===== src/rtl/alpharetz_spi_pkg.sv =====
// Shared word width and FSM state encoding for the alpharetz SPI peripheral.
package alpharetz_spi_pkg;

  localparam int unsigned SPI_DATA_WIDTH = 8;

  typedef enum logic {
    IDLE  = 1'b0,
    SHIFT = 1'b1
  } spi_periph_state_t;

endpackage


===== src/rtl/alpharetz_spi_sync_edge.sv =====
// Multi-flop synchronizer for one SPI pin with rise/fall strobes on the synchronized level.
module alpharetz_spi_sync_edge #(
  parameter int unsigned SYNC_STAGES = 2,
  parameter logic        RESET_VAL   = 1'b0
) (
  input  logic clk,
  input  logic rst,
  input  logic d,
  output logic q,
  output logic rise_c,
  output logic fall_c
);

  logic [SYNC_STAGES-1:0] sync_q;
  logic                   prev_q;

  // Synchronizer chain plus one history flop for edge detection.
  always_ff @(posedge clk or posedge rst) begin
    if (rst) begin
      sync_q <= {SYNC_STAGES{RESET_VAL}};
      prev_q <= RESET_VAL;
    end else begin
      sync_q <= {sync_q[SYNC_STAGES-2:0], d};
      prev_q <= sync_q[SYNC_STAGES-1];
    end
  end

  assign q      = sync_q[SYNC_STAGES-1];
  assign rise_c = q & ~prev_q;
  assign fall_c = ~q & prev_q;

endmodule


===== src/rtl/alpharetz_spi_peripheral.sv =====
// SPI mode-0 target endpoint, MSB first, oversampled in the sys_clk domain.
module alpharetz_spi_peripheral
  import alpharetz_spi_pkg::*;
#(
  parameter int unsigned               SYNC_STAGES = 2,
  parameter logic [SPI_DATA_WIDTH-1:0] TX_IDLE     = SPI_DATA_WIDTH'('hFF)
) (
  input  logic                      sys_clk,
  input  logic                      async_rst,
  input  logic                      p_clk,
  input  logic                      p_sel_n,
  input  logic                      copi,
  output logic                      cipo,
  output logic                      cipo_oe,
  input  logic [SPI_DATA_WIDTH-1:0] tx_data,
  input  logic                      tx_valid,
  output logic                      tx_ready,
  output logic [SPI_DATA_WIDTH-1:0] rx_data,
  output logic                      rx_valid,
  output logic                      tx_underrun,
  output logic                      frame_abort,
  output logic                      busy
);

  localparam int unsigned CNT_W = $clog2(SPI_DATA_WIDTH + 1);

  logic [1:0] rst_pipe_q;
  logic       rst;

  // Reset asserts immediately, releases two sys_clk edges after async_rst drops.
  always_ff @(posedge sys_clk or posedge async_rst) begin
    if (async_rst) rst_pipe_q <= 2'b11;
    else           rst_pipe_q <= {rst_pipe_q[0], 1'b0};
  end
  assign rst = rst_pipe_q[1];

  logic sclk_s, sclk_rise, sclk_fall;
  logic sel_s, sel_rise, sel_fall;
  logic copi_s, copi_rise_unused, copi_fall_unused;

  alpharetz_spi_sync_edge #(.SYNC_STAGES(SYNC_STAGES), .RESET_VAL(1'b0)) u_sync_clk (
    .clk(sys_clk), .rst(rst), .d(p_clk), .q(sclk_s), .rise_c(sclk_rise), .fall_c(sclk_fall)
  );

  // Chip select is active low: its falling edge starts a frame.
  alpharetz_spi_sync_edge #(.SYNC_STAGES(SYNC_STAGES), .RESET_VAL(1'b1)) u_sync_sel (
    .clk(sys_clk), .rst(rst), .d(p_sel_n), .q(sel_s), .rise_c(sel_rise), .fall_c(sel_fall)
  );

  alpharetz_spi_sync_edge #(.SYNC_STAGES(SYNC_STAGES), .RESET_VAL(1'b0)) u_sync_copi (
    .clk(sys_clk), .rst(rst), .d(copi), .q(copi_s), .rise_c(copi_rise_unused), .fall_c(copi_fall_unused)
  );

  spi_periph_state_t         state_q, state_d;
  logic [CNT_W-1:0]          bit_cnt_q, bit_cnt_d;
  logic [SPI_DATA_WIDTH-1:0] rx_shift_q, rx_shift_d;
  logic [SPI_DATA_WIDTH-1:0] tx_shift_q, tx_shift_d;
  logic [SPI_DATA_WIDTH-1:0] shadow_q, shadow_d;
  logic [SPI_DATA_WIDTH-1:0] rx_data_q, rx_data_d;
  logic                      load_pend_q, load_pend_d;
  logic                      tx_ready_q, tx_ready_d;
  logic                      cipo_q, cipo_d;
  logic                      cipo_oe_q, cipo_oe_d;
  logic                      busy_q, busy_d;
  logic                      rx_valid_q, rx_valid_d;
  logic                      tx_underrun_q, tx_underrun_d;
  logic                      frame_abort_q, frame_abort_d;
  logic                      do_load;

  // State and datapath registers.
  always_ff @(posedge sys_clk or posedge rst) begin
    if (rst) begin
      state_q       <= IDLE;
      bit_cnt_q     <= '0;
      rx_shift_q    <= '0;
      tx_shift_q    <= '0;
      shadow_q      <= '0;
      rx_data_q     <= '0;
      load_pend_q   <= 1'b0;
      tx_ready_q    <= 1'b1;
      cipo_q        <= 1'b0;
      cipo_oe_q     <= 1'b0;
      busy_q        <= 1'b0;
      rx_valid_q    <= 1'b0;
      tx_underrun_q <= 1'b0;
      frame_abort_q <= 1'b0;
    end else begin
      state_q       <= state_d;
      bit_cnt_q     <= bit_cnt_d;
      rx_shift_q    <= rx_shift_d;
      tx_shift_q    <= tx_shift_d;
      shadow_q      <= shadow_d;
      rx_data_q     <= rx_data_d;
      load_pend_q   <= load_pend_d;
      tx_ready_q    <= tx_ready_d;
      cipo_q        <= cipo_d;
      cipo_oe_q     <= cipo_oe_d;
      busy_q        <= busy_d;
      rx_valid_q    <= rx_valid_d;
      tx_underrun_q <= tx_underrun_d;
      frame_abort_q <= frame_abort_d;
    end
  end

  // Next-state, shift datapath, shadow handshake and word load.
  always_comb begin
    state_d       = state_q;
    bit_cnt_d     = bit_cnt_q;
    rx_shift_d    = rx_shift_q;
    tx_shift_d    = tx_shift_q;
    shadow_d      = shadow_q;
    rx_data_d     = rx_data_q;
    load_pend_d   = load_pend_q;
    tx_ready_d    = tx_ready_q;
    cipo_d        = cipo_q;
    cipo_oe_d     = cipo_oe_q;
    busy_d        = busy_q;
    rx_valid_d    = 1'b0;
    tx_underrun_d = 1'b0;
    frame_abort_d = 1'b0;
    do_load       = 1'b0;

    if (tx_valid && tx_ready_q) begin
      shadow_d   = tx_data;
      tx_ready_d = 1'b0;
    end

    case (state_q)
      IDLE: begin
        if (sel_fall) begin
          state_d     = SHIFT;
          busy_d      = 1'b1;
          cipo_oe_d   = 1'b1;
          bit_cnt_d   = '0;
          load_pend_d = 1'b0;
          do_load     = 1'b1;
        end
      end
      SHIFT: begin
        // Deselect outranks any p_clk edge seen in the same cycle.
        if (sel_rise) begin
          state_d     = IDLE;
          busy_d      = 1'b0;
          cipo_oe_d   = 1'b0;
          cipo_d      = 1'b0;
          load_pend_d = 1'b0;
          if (bit_cnt_q != '0) begin
            frame_abort_d = 1'b1;
            bit_cnt_d     = '0;
          end
        end else if (sclk_rise) begin
          rx_shift_d = {rx_shift_q[SPI_DATA_WIDTH-2:0], copi_s};
          if (bit_cnt_q == CNT_W'(SPI_DATA_WIDTH - 1)) begin
            rx_data_d   = rx_shift_d;
            rx_valid_d  = 1'b1;
            bit_cnt_d   = '0;
            load_pend_d = 1'b1;
          end else begin
            bit_cnt_d = bit_cnt_q + CNT_W'(1);
          end
        end else if (sclk_fall) begin
          if (load_pend_q) begin
            do_load     = 1'b1;
            load_pend_d = 1'b0;
          end else if (bit_cnt_q != '0) begin
            tx_shift_d = {tx_shift_q[SPI_DATA_WIDTH-2:0], 1'b0};
            cipo_d     = tx_shift_q[SPI_DATA_WIDTH-2];
          end
        end
      end
      default: state_d = IDLE;
    endcase

    // A word arriving in the load cycle bypasses the empty shadow.
    if (do_load) begin
      if (!tx_ready_q) begin
        tx_shift_d = shadow_q;
        tx_ready_d = 1'b1;
      end else if (tx_valid) begin
        tx_shift_d = tx_data;
        shadow_d   = shadow_q;
        tx_ready_d = 1'b1;
      end else begin
        tx_shift_d    = TX_IDLE;
        tx_underrun_d = 1'b1;
      end
      cipo_d = tx_shift_d[SPI_DATA_WIDTH-1];
    end
  end

  assign cipo        = cipo_q;
  assign cipo_oe     = cipo_oe_q;
  assign tx_ready    = tx_ready_q;
  assign rx_data     = rx_data_q;
  assign rx_valid    = rx_valid_q;
  assign tx_underrun = tx_underrun_q;
  assign frame_abort = frame_abort_q;
  assign busy        = busy_q;

endmodule


===== config.mk =====
export PLATFORM = sky130hd
export DESIGN_NAME = alpharetz_spi_peripheral
export DESIGN_NICKNAME = d
export VERILOG_FILES = /design/src/rtl/alpharetz_spi_pkg.sv /design/src/rtl/alpharetz_spi_sync_edge.sv /design/src/rtl/alpharetz_spi_peripheral.sv
export SDC_FILE = /design/constraint.sdc
export NUM_CORES = 1
export LEC_CHECK = 0
export CAP_MARGIN = 30
export CORE_UTILIZATION = 35
export CTS_BUF_LIST = sky130_fd_sc_hd__clkbuf_4 sky130_fd_sc_hd__clkbuf_8
export CTS_CLUSTER_SIZE = 16
export DETAILED_ROUTE_END_ITERATION = 8
export GPL_TIMING_DRIVEN = 0
export SLEW_MARGIN = 20
export SYNTH_ARGS = -nofsm -noshare
export SYNTH_HDL_FRONTEND = slang
export SYNTH_HIERARCHICAL = 1
export SYNTH_SLANG_ARGS = --single-unit
export TNS_END_PERCENT = 30

===== constraint.sdc =====
create_clock -name sys_clk -period 1.4 [get_ports sys_clk]
set_input_delay 0.42 -clock sys_clk [delete_from_list [all_inputs] [get_ports sys_clk]]
set_output_delay 0.42 -clock sys_clk [all_outputs]
set_load 0.02 [all_outputs]

==> results.md, run 1 <==
* Status: finished with violations
* Failing checks: negative setup slack
* Fill cell total of the finished layout at 533
* Total track usage at 0.1350
* Most frequent cells in the layout: dfrtp_1 (46), mux2_2 (14), clkdlybuf4s50_1 (12)
* Critical path origin: u_sync_sel/sync_q[1]$_DFF_PP1_
* Post-route clock period utilization at 1.326
* Pre-CTS setup slack at -655.5 ps
* Cell Rows at 28
* Longest Clk Path Bufs at 2
* CP Max Fanout at 8
* Iteration-0 DRC Markers at 69
* Pwr Density at 1429 mW/mm²
* Worst r2r path cells at 5
* CTS sink cnt at 52
* Largest net degree at the start of global routing at 35
* Layout cells sized above 1 at 0.4167
* Core ar. at 0.005991 mm²
* Hold Fails Final Rpt at 0
* Worst VDD drop at 0.0005652 V
* Drt pass-1 iters at 5
* CTS tree: done
* Num CTS Buffers at 5
* Remaining Overflow, GRT at 0
* Non-Filler Instances at 291
* Root buf cell: clkbuf_8
* CTS Hold Bufs at 0
* Area grow syn2layout at 27.93%
* Worst min path class: flop to async pin
* Initial Util at 0.3672
* Storage cell area at 0.001309 mm²
* Clock Skew at 6.834 ps
* Port Buffers at 27
* Slew Viols, Final at 0
* DRT antenna net count at 0
* FMAX at 538.9 MHz
* Fin crit period at 1856 ps
* Min Hold Slack at 138.3 ps
* Util after Layout at 0.4697
* Vias at 1399
* Layout Nets at 231
* Diode count at 0
* CP peak stage delay at 550 ps
* WS Path Type: flop to flop
* Die area at 0.006606 mm²
* Synthesized area at 0.002200 mm²
* RePlAce Congestion at 0.7811
* Syn. warnings at 6
* Placed cell areas at 0.002639 mm²
* Htree depth at 2
* Initial antenna violation count at 0
* Worst-path cell chain: nor2b_4 -> and2b_2 -> a31oi_4 -> and3_4 -> mux2_4
* Fin area at 0.002814 mm²
* Worst-path clk slew at 100 ps
* Worst-skew pair later-pin latency at 300 ps
* Vias in the first global route at 1417
* DR vias/cell at 4.808
* Final worst slack at -455.7 ps
* MaxCap Viol Count at 0
* Reg-to-reg critical path startpoint: u_sync_sel/sync_q[1]$_DFF_PP1_
* CP arrival at 2050 ps
* First-pass GRT wire length at 6727 µm
* Critical Path RT at 1590 ps
* IO Pins at 29
* Commonest non-fill, non-tap cell in the layout: dfrtp_1
* Worst setup EP type: flop
* Leakage at 1.317 nW
* Routed WL at 3789 µm
* Residual DRC at 0
* Post-DP HPWL at 2546 µm
* Placed insts at 275
* Die span in x at 81.28 µm
* Max stage delay cell, worst path: dfstp_2
* CP startpoint kind: flop
* Area of the multi-input gates at 910.9 µm²
* Cells after synthesis at 172
* Synth Net Count at 188
* RSZ-0062 raised after global routing: yes
* Final setup violation count at 38
* Die height at 81.28 µm
* Syn Area/Cell at 12.79 µm²
* Routed length per instance at 13.02 µm
==> stage by stage <==
step	total power, mW	TNS [ps]
2_1_floorplan	2.812	-10490
3_3_place_gp	3.074	-37700
3_5_place_dp	3.090	-17820
4_1_cts	4.036	-12490
5_1_grt	4.276	-14890
6_report	4.021	-13090
==> report_power, final <==
| part | internal [mW] | leakage [nW] | switching [mW] |
|---|---|---|---|
| Sequential | 1.87 | 0.646 | 0.221 |
| Clock | 0.359 | 0.0485 | 0.516 |
| Combinational | 0.618 | 0.622 | 0.441 |
==> final cells by class <==
cell class	instances	share of cell area
multi-input combinational	101	0.3237
clock buffer	5	0.02446
inverter	11	0.01467
clock inverter	3	0.008004
sequential	52	0.4651
timing repair buffer	37	0.1143
buffer	7	0.01645
tap	75	0.03335
==> flip-flops by register name, summed over array words and instances (netlist names), 2 cells and up <==
signal / flops
rx_data: 8
rst_pipe_q: 2
tx_shift_q: 7
u_sync_clk/sync_q: 2
u_sync_copi/sync_q: 2
bit_cnt_q: 4
shadow_q: 8
rx_shift_q: 7
u_sync_sel/sync_q: 2
==> per-layer routing <==
metal | global-route usage | wire [µm]
met5 | 0 | 0
met4 | 0.05357 | 65
met1 | 0.1803 | 1817
met2 | 0.2092 | 1732
met3 | 0.03371 | 174
==> critical path, delay by kind of cell (launching register included) <==
family	cells	cell delay, ps
flops	1	550
mux	1	310
compound gates	1	160
simple gates	3	720
==> worst paths after layout <==
check                      slack, ps                               to
setup / recovery                -460          shadow_q[4]$_DFFE_PP0P_
hold / removal                   140  u_sync_copi/sync_q[1]$_DFF_PP0_
setup reg to reg                -460          shadow_q[4]$_DFFE_PP0P_
hold reg to reg                  140  u_sync_copi/sync_q[1]$_DFF_PP0_
max in group asynchronous        700               tx_ready$_DFF_PP1_
min in group sys_clk             350  u_sync_copi/sync_q[1]$_DFF_PP0_
==> timing repair <==
action                                 in CTS  in global routing
resized for setup                          59                 15
setup endpoints to repair                  53                 51
endpoints found under the hold margin       0                  0
pin swaps                                   1                  0
setup buffers                               8                  1
(Power assumes the default switching activity.)
==> run 2: changes to the inputs <==
--- a/config.mk
+++ b/config.mk
@@ -5,12 +5,13 @@
 export SDC_FILE = /design/constraint.sdc
 export NUM_CORES = 1
 export LEC_CHECK = 0
-export CAP_MARGIN = 30
+export CAP_MARGIN = 20
 export CORE_UTILIZATION = 35
 export CTS_BUF_LIST = sky130_fd_sc_hd__clkbuf_4 sky130_fd_sc_hd__clkbuf_8
 export CTS_CLUSTER_SIZE = 16
 export DETAILED_ROUTE_END_ITERATION = 8
 export GPL_TIMING_DRIVEN = 0
+export SKIP_CTS_REPAIR_TIMING = 1
 export SLEW_MARGIN = 20
 export SYNTH_ARGS = -nofsm -noshare
 export SYNTH_HDL_FRONTEND = slang
==> run 2 against run 1 <==
Effect of this change: the flow still finishes with violations (negative setup slack); die area unchanged; routed wire length fell by 0.95%; cell count unchanged; power grew 0.16%; sequential share of layout area down 1.5 points; clock power fell by 0.7%; hold slack gained 1.8 ps; clock skew barely moved; critical endpoint unchanged; highest routed layer unchanged.
==> results.md, run 2 (synthesized netlist as in run 1, its figures left out) <==
* Post-DP HPWL at 2546 µm (unchanged)
* Fin crit period at 1853 ps (was 1856 ps)
* CP arrival at 2040 ps (was 2050 ps)
* Worst min path class: flop to async pin (unchanged)
* Root buf cell: clkbuf_8 (unchanged)
* DRT antenna net count at 0 (unchanged)
* Largest net degree at the start of global routing at 35 (unchanged)
* Diode count at 0 (unchanged)
* Worst R2R End: shadow_q[4]$_DFFE_PP0P_ (unchanged)
* Area grow syn2layout at 32.14% (was 27.93%)
* Residual DRC at 0 (unchanged)
* RSZ-0062 raised after global routing: yes (unchanged)
* Iteration-0 DRC Markers at 83 (was 69)
* Die span in x at 81.28 µm (unchanged)
* Routed WL at 3753 µm (was 3789 µm)
* Worst VDD drop at 0.0005598 V (was 0.0005652 V)
* Non-Filler Instances at 291 (unchanged)
* First-pass GRT wire length at 6299 µm (was 6727 µm)
* FMAX at 539.8 MHz (was 538.9 MHz)
* Leakage at 1.533 nW (was 1.317 nW)
* Worst setup EP type: flop (unchanged)
* Core ar. at 0.005991 mm² (unchanged)
* Pre-CTS setup slack at -655.5 ps (unchanged)
* DR vias/cell at 4.801 (was 4.808)
* Total track usage at 0.1261 (was 0.1350)
* Pwr Density at 1386 mW/mm² (was 1429 mW/mm²)
* CP startpoint kind: flop (unchanged)
* Hold Fails Final Rpt at 0 (unchanged)
* Worst path top cell family by delay: simple AND/OR/NAND/NOR gates (unchanged)
* Setup total negative slack at -13040 ps (was -13090 ps)
* MaxCap Viol Count at 0 (unchanged)
* Routed length per instance at 12.90 µm (was 13.02 µm)
* Num CTS Buffers at 5 (unchanged)
* IO Pins at 29 (unchanged)
* Final worst slack at -452.6 ps (was -455.7 ps)
* Layout cells sized above 1 at 0.3472 (was 0.4167)
* Status: finished with violations (unchanged)
* CTS tree: done (unchanged)
* CTS sink cnt at 52 (unchanged)
* RePlAce Congestion at 0.7811 (unchanged)
* Tot Pwr at 4.027 mW (was 4.021 mW)
* Longest Clk Path Bufs at 2 (unchanged)
* Placed insts at 275 (unchanged)
* Post-route clock period utilization at 1.323 (was 1.326)
* Min Hold Slack at 140.1 ps (was 138.3 ps)
* Fill cell total of the finished layout at 537 (was 533)
* Vias at 1397 (was 1399)
* Reg-to-reg critical path startpoint: u_sync_sel/sync_q[1]$_DFF_PP1_ (unchanged)
* Critical Path Stages at 5 (unchanged)
* WS Path Type: flop to flop (unchanged)
* Port Buffers at 27 (unchanged)
* Worst-path cell chain: nor2b_4 -> and2b_2 -> a31oi_4 -> and3_4 -> mux2_4 (unchanged)
* Buffer and inverter count on the worst path at 0 (unchanged)
* Most frequent cells in the layout: dfrtp_1 (46), mux2_4 (14), dlymetal6s2s_1 (13) (was dfrtp_1 (46), mux2_2 (14), clkdlybuf4s50_1 (12))
* Htree depth at 2 (unchanged)
* Slew Viols, Final at 0 (unchanged)
* Max stage delay cell, worst path: dfstp_2 (unchanged)
* Cell Rows at 28 (unchanged)
* Clock Skew at 7.276 ps (was 6.834 ps)
* Vias in the first global route at 1327 (was 1417)
* Layout Nets at 231 (unchanged)
* Critical path origin: u_sync_sel/sync_q[1]$_DFF_PP1_ (unchanged)
* Worst-path clk slew at 100 ps (about the same)
* Crit path capture: shadow_q[4]$_DFFE_PP0P_ (unchanged)
* Drt pass-1 iters at 4 (was 5)
* CP peak stage delay at 550 ps (about the same)
* CP Max Fanout at 8 (unchanged)
* Die area at 0.006606 mm² (unchanged)
* Worst r2r path cells at 5 (unchanged)
* Initial antenna violation count at 0 (unchanged)
* Die height at 81.28 µm (unchanged)
* Critical Path RT at 1590 ps (about the same)
* FF-to-FF setup slack at -450 ps (was -460 ps)
* Initial Util at 0.3672 (unchanged)
* Worst-skew pair later-pin latency at 300 ps (about the same)
* Failing checks: negative setup slack (unchanged)
* Commonest non-fill, non-tap cell in the layout: dfrtp_1 (unchanged)
* Final setup violation count at 38 (unchanged)
* Remaining Overflow, GRT at 0 (unchanged)
-- run 2: cell type report --
type,count,area [µm²],share of cell area
Buffer,7,42.54,0.01464
Multi-Input combinational cell,101,915.9,0.3151
Sequential cell,52,1309,0.4503
Inverter,11,41.29,0.01421
Clock buffer,5,68.82,0.02368
Clock inverter,3,22.52,0.007749
Timing Repair Buffer,37,412.9,0.1421
Tap cell,75,93.84,0.03229
-- run 2: per-stage QoR --
step / util / cell area, µm²
2_1_floorplan: - / 2255
6_report: 0.4852 / 2907
5_1_grt: 0.4852 / 2907
3_3_place_gp: 0.4371 / 2619
3_5_place_dp: 0.4405 / 2639
4_1_cts: 0.4557 / 2730
-- run 2: layer usage --
layer / wire [µm] / GRT usage / part of all wire
met1: 1818 / 0.1724 / 0.48
met2: 1746 / 0.1908 / 0.47
met3: 157 / 0.03258 / 0.042
met4: 29 / 0.04821 / 0.0077
met5: 0 / 0 / 0
-- run 2: how the worst min path moves through the flow --
stage / start / to / slack [ps] / depth (start not counted)
after floorplan: rst_pipe_q[1]$_DFF_PP1_ / u_sync_copi/sync_q[0]$_DFF_PP0_ / 110 / 1
after global placement: rst_pipe_q[1]$_DFF_PP1_ / u_sync_copi/sync_q[0]$_DFF_PP0_ / 140 / 1
after detailed placement: rst_pipe_q[1]$_DFF_PP1_ / u_sync_copi/sync_q[0]$_DFF_PP0_ / 140 / 1
after CTS: rst_pipe_q[1]$_DFF_PP1_ / u_sync_copi/sync_q[1]$_DFF_PP0_ / 150 / 1
after global routing: rst_pipe_q[1]$_DFF_PP1_ / u_sync_copi/sync_q[1]$_DFF_PP0_ / 150 / 1
final: rst_pipe_q[1]$_DFF_PP1_ / u_sync_copi/sync_q[1]$_DFF_PP0_ / 140 / 1
-- run 2: power by group --
| part | leakage (nW) | internal (mW) | switching (mW) |
|---|---|---|---|
| Clock | 0.0485 | 0.359 | 0.511 |
| Sequential | 0.646 | 1.87 | 0.222 |
| Combinational | 0.839 | 0.645 | 0.425 |
-- run 2: worst reg2reg max path, cell delays in order, from the launching register on --
cell     delay (ps)
dfstp_2         550
nor2b_4         140
and2b_2         260
a31oi_4         160
and3_4          320
mux2_4          320
==> run 3: changes to the inputs <==
--- a/config.mk
+++ b/config.mk
@@ -11,8 +11,9 @@
 export CTS_CLUSTER_SIZE = 16
 export DETAILED_ROUTE_END_ITERATION = 8
 export GPL_TIMING_DRIVEN = 0
+export HOLD_SLACK_MARGIN = 0.15
 export SKIP_CTS_REPAIR_TIMING = 1
-export SLEW_MARGIN = 20
+export SLEW_MARGIN = 25
 export SYNTH_ARGS = -nofsm -noshare
 export SYNTH_HDL_FRONTEND = slang
 export SYNTH_HIERARCHICAL = 1
==> constraint.sdc (replaced) <==
create_clock -name sys_clk -period 2.3 [get_ports sys_clk]
set_input_delay 0.69 -clock sys_clk [delete_from_list [all_inputs] [get_ports sys_clk]]
set_output_delay 0.69 -clock sys_clk [all_outputs]
set_load 0.02 [all_outputs]
==> run 3 against run 2 <==
Effect of this change: the run now ends clean; global-route usage shrank 0.35 points; power fell by 40%; count of clock-buffer cells in the layout unchanged; clock power decreased by 28%; clock skew shrank 1.9 ps; sequential share of layout area up 3.4 points; critical path type is now flop to output port; critical endpoint is now tx_ready.
==> results.md, run 3 (synthesized netlist as in run 1, its figures left out) <==
* Worst min path class: flop to async pin (unchanged)
* MaxCap Viol Count at 0 (unchanged)
* Fin crit period at 2135 ps
* Layout Nets at 223 (was 231)
* Worst path top cell family by delay: buffers and inverters (was simple AND/OR/NAND/NOR gates)
* CP Max Fanout at 2 (was 8)
* Critical Path RT at 1610 ps (was 1590 ps)
* Status: completed (was finished with violations)
* CP arrival at 1450 ps (was 2040 ps)
* Setup total negative slack at 0 ps (was -13040 ps)
* Area grow syn2layout at 22.92% (was 32.14%)
* DRT antenna net count at 0 (unchanged)
* FMAX at 468.3 MHz
* Diode count at 0 (unchanged)
* Worst-path clk slew at 100 ps (about the same)
* Num CTS Buffers at 5 (unchanged)
* Relative slew slack at 0.5814
* RSZ-0062 raised after global routing: no (was yes)
* Pwr Density at 895.5 mW/mm² (was 1386 mW/mm²)
* Die span in x at 81.28 µm (unchanged)
* Routed length per instance at 12.48 µm (was 12.90 µm)
* Hold Fails Final Rpt at 0 (unchanged)
* First-pass GRT wire length at 6147 µm (was 6299 µm)
* CTS tree: done (unchanged)
* CP startpoint kind: flop (unchanged)
* Buffer and inverter count on the worst path at 1 (was 0)
* Sequential power share at 0.520 (was 0.518)
* Clock Skew at 5.389 ps (was 7.276 ps)
* Iteration-0 DRC Markers at 44 (was 83)
* Commonest non-fill, non-tap cell in the layout: dfrtp_1 (unchanged)
* Final worst slack at 164.7 ps (was -452.6 ps)
* Post-route clock period utilization at 0.9284
* Die area at 0.006606 mm² (unchanged)
* Drt pass-1 iters at 4 (unchanged)
* Initial Util at 0.3672 (unchanged)
* Vias at 1381 (was 1397)
* Vias in the first global route at 1354 (was 1327)
* Worst-path cell chain: clkdlybuf4s50_1 (was nor2b_4 -> and2b_2 -> a31oi_4 -> and3_4 -> mux2_4)
* CP peak stage delay at 600 ps (was 550 ps)
* Worst setup EP type: output port (was flop)
* Post-DP HPWL at 2576 µm (was 2546 µm)
* Core ar. at 0.005991 mm² (unchanged)
* Routed WL at 3533 µm (was 3753 µm)
* Max stage delay cell, worst path: clkdlybuf4s50_1 (was dfstp_2)
* RePlAce Congestion at 0.8052 (was 0.7811)
* Net Switching at 0.6608 mW (was 1.157 mW)
* Sw frac at 0.2729 (was 0.2873)
* Power share of the combinational group at 0.223 (was 0.266)
* Residual DRC at 0 (unchanged)
* Worst-skew pair later-pin latency at 300 ps (about the same)
* Die height at 81.28 µm (unchanged)
* Worst VDD drop at 0.0005215 V (was 0.0005598 V)
* CTS sink cnt at 52 (unchanged)
* Slew Viols, Final at 0 (unchanged)
* Layout cells sized above 1 at 0.2644 (was 0.3472)
* Root buf cell: clkbuf_8 (unchanged)
* Worst-Margin Slew at 626.5 ps
* IO Pins at 29 (unchanged)
* Cell Rows at 28 (unchanged)
* Htree depth at 2 (unchanged)
* Clock group share of total power at 0.257 (was 0.216)
* WS Path Type: flop to output port (was flop to flop)
* Leakage at 1.192 nW (was 1.533 nW)
* Pre-CTS setup slack at 19.92 ps (was -655.5 ps)
* Longest Clk Path Bufs at 2 (unchanged)
* Remaining Overflow, GRT at 0 (unchanged)
* Initial antenna violation count at 0 (unchanged)
* DR vias/cell at 4.880 (was 4.801)
* Internal power at 1.761 mW (was 2.870 mW)
* Total track usage at 0.1227 (was 0.1261)
* Port Buffers at 27 (unchanged)
* Largest net degree at the start of global routing at 27 (was 35)
* Most frequent cells in the layout: dfrtp_1 (46), clkdlybuf4s50_1 (27), mux2_2 (23) (was dfrtp_1 (46), mux2_4 (14), dlymetal6s2s_1 (13))
* Final setup violation count at 0 (was 38)
## run 3: cell types whose count changed in the layout (fill, tap and decap cells not counted), moves of 3 or more
| cell | before | now |
|---|---|---|
| mux2_4 | 14 | 0 |
| buf_4 | 10 | 3 |
| dlymetal6s2s_1 | 13 | 0 |
| mux2_2 | 10 | 23 |
| clkdlybuf4s50_1 | 12 | 27 |
| nor2b_1 | 1 | 4 |
## run 3: final timing paths
path / end / startpoint / cells past startpoint / slack [ps]
worst max-delay path: tx_ready / tx_ready$_DFF_PP1_ / 1 / 160
worst min-delay path: u_sync_copi/sync_q[1]$_DFF_PP0_ / rst_pipe_q[1]$_DFF_PP1_ / 1 / 140
worst max register to register: shadow_q[7]$_DFFE_PP0P_ / u_sync_sel/sync_q[1]$_DFF_PP1_ / 6 / 200
worst min register to register: u_sync_copi/sync_q[1]$_DFF_PP0_ / rst_pipe_q[1]$_DFF_PP1_ / 1 / 140
max in group asynchronous: tx_ready$_DFF_PP1_ / rst_pipe_q[1]$_DFF_PP1_ / 2 / 1500
min in group sys_clk: u_sync_clk/sync_q[1]$_DFF_PP0_ / u_sync_clk/sync_q[0]$_DFF_PP0_ / 0 / 350
## run 3: final cells by class
type | count | area, µm²
fill | 573 | 3287
sequential | 52 | 1309
multi-input combinational | 101 | 814.5
timing repair buffer | 28 | 290.3
tap | 75 | 93.84
clock buffer | 5 | 68.82
buffer | 8 | 43.79
clock inverter | 3 | 42.54
inverter | 11 | 41.29
## run 3: worst reg2reg max path, stage by stage, from the launching register on
cell and delay, ps:
dfstp_2 540, nor2b_2 260, and2b_2 300, a31oi_2 210, and3_1 170, buf_4 160, mux2_2 350
## run 3: layer usage
| layer | up-vias | part of all wire | global-route usage |
|---|---|---|---|
| li1 | 679 | - | - |
| met1 | 672 | 0.48 | 0.1615 |
| met2 | 25 | 0.47 | 0.1967 |
| met3 | 5 | 0.036 | 0.02921 |
| met4 | 0 | 0.0093 | 0.04286 |
| met5 | - | 0 | 0 |
## run 3: power by group through the flow
stage               Sequential (mW)  Clock, mW  Combinational [mW]
floorplan                      1.26          0               0.395
global placement               1.28          0               0.533
detailed placement             1.27          0               0.549
CTS                            1.26      0.648               0.549
global route                   1.29      0.682               0.602
finish                         1.26      0.623               0.540
## run 3: stage by stage
step	cells	hold WS [ps]	total power [mW]	utilization	area [µm²]
6_report	283	143.9	2.421	0.4513	2704
5_1_grt	283	153.3	2.575	0.4513	2704
4_1_cts	283	153.7	2.456	0.4499	2695
3_5_place_dp	275	146.5	1.823	0.4313	2584
3_3_place_gp	274	136.5	1.810	0.4279	2564
2_1_floorplan	172	107.3	1.655	-	2200
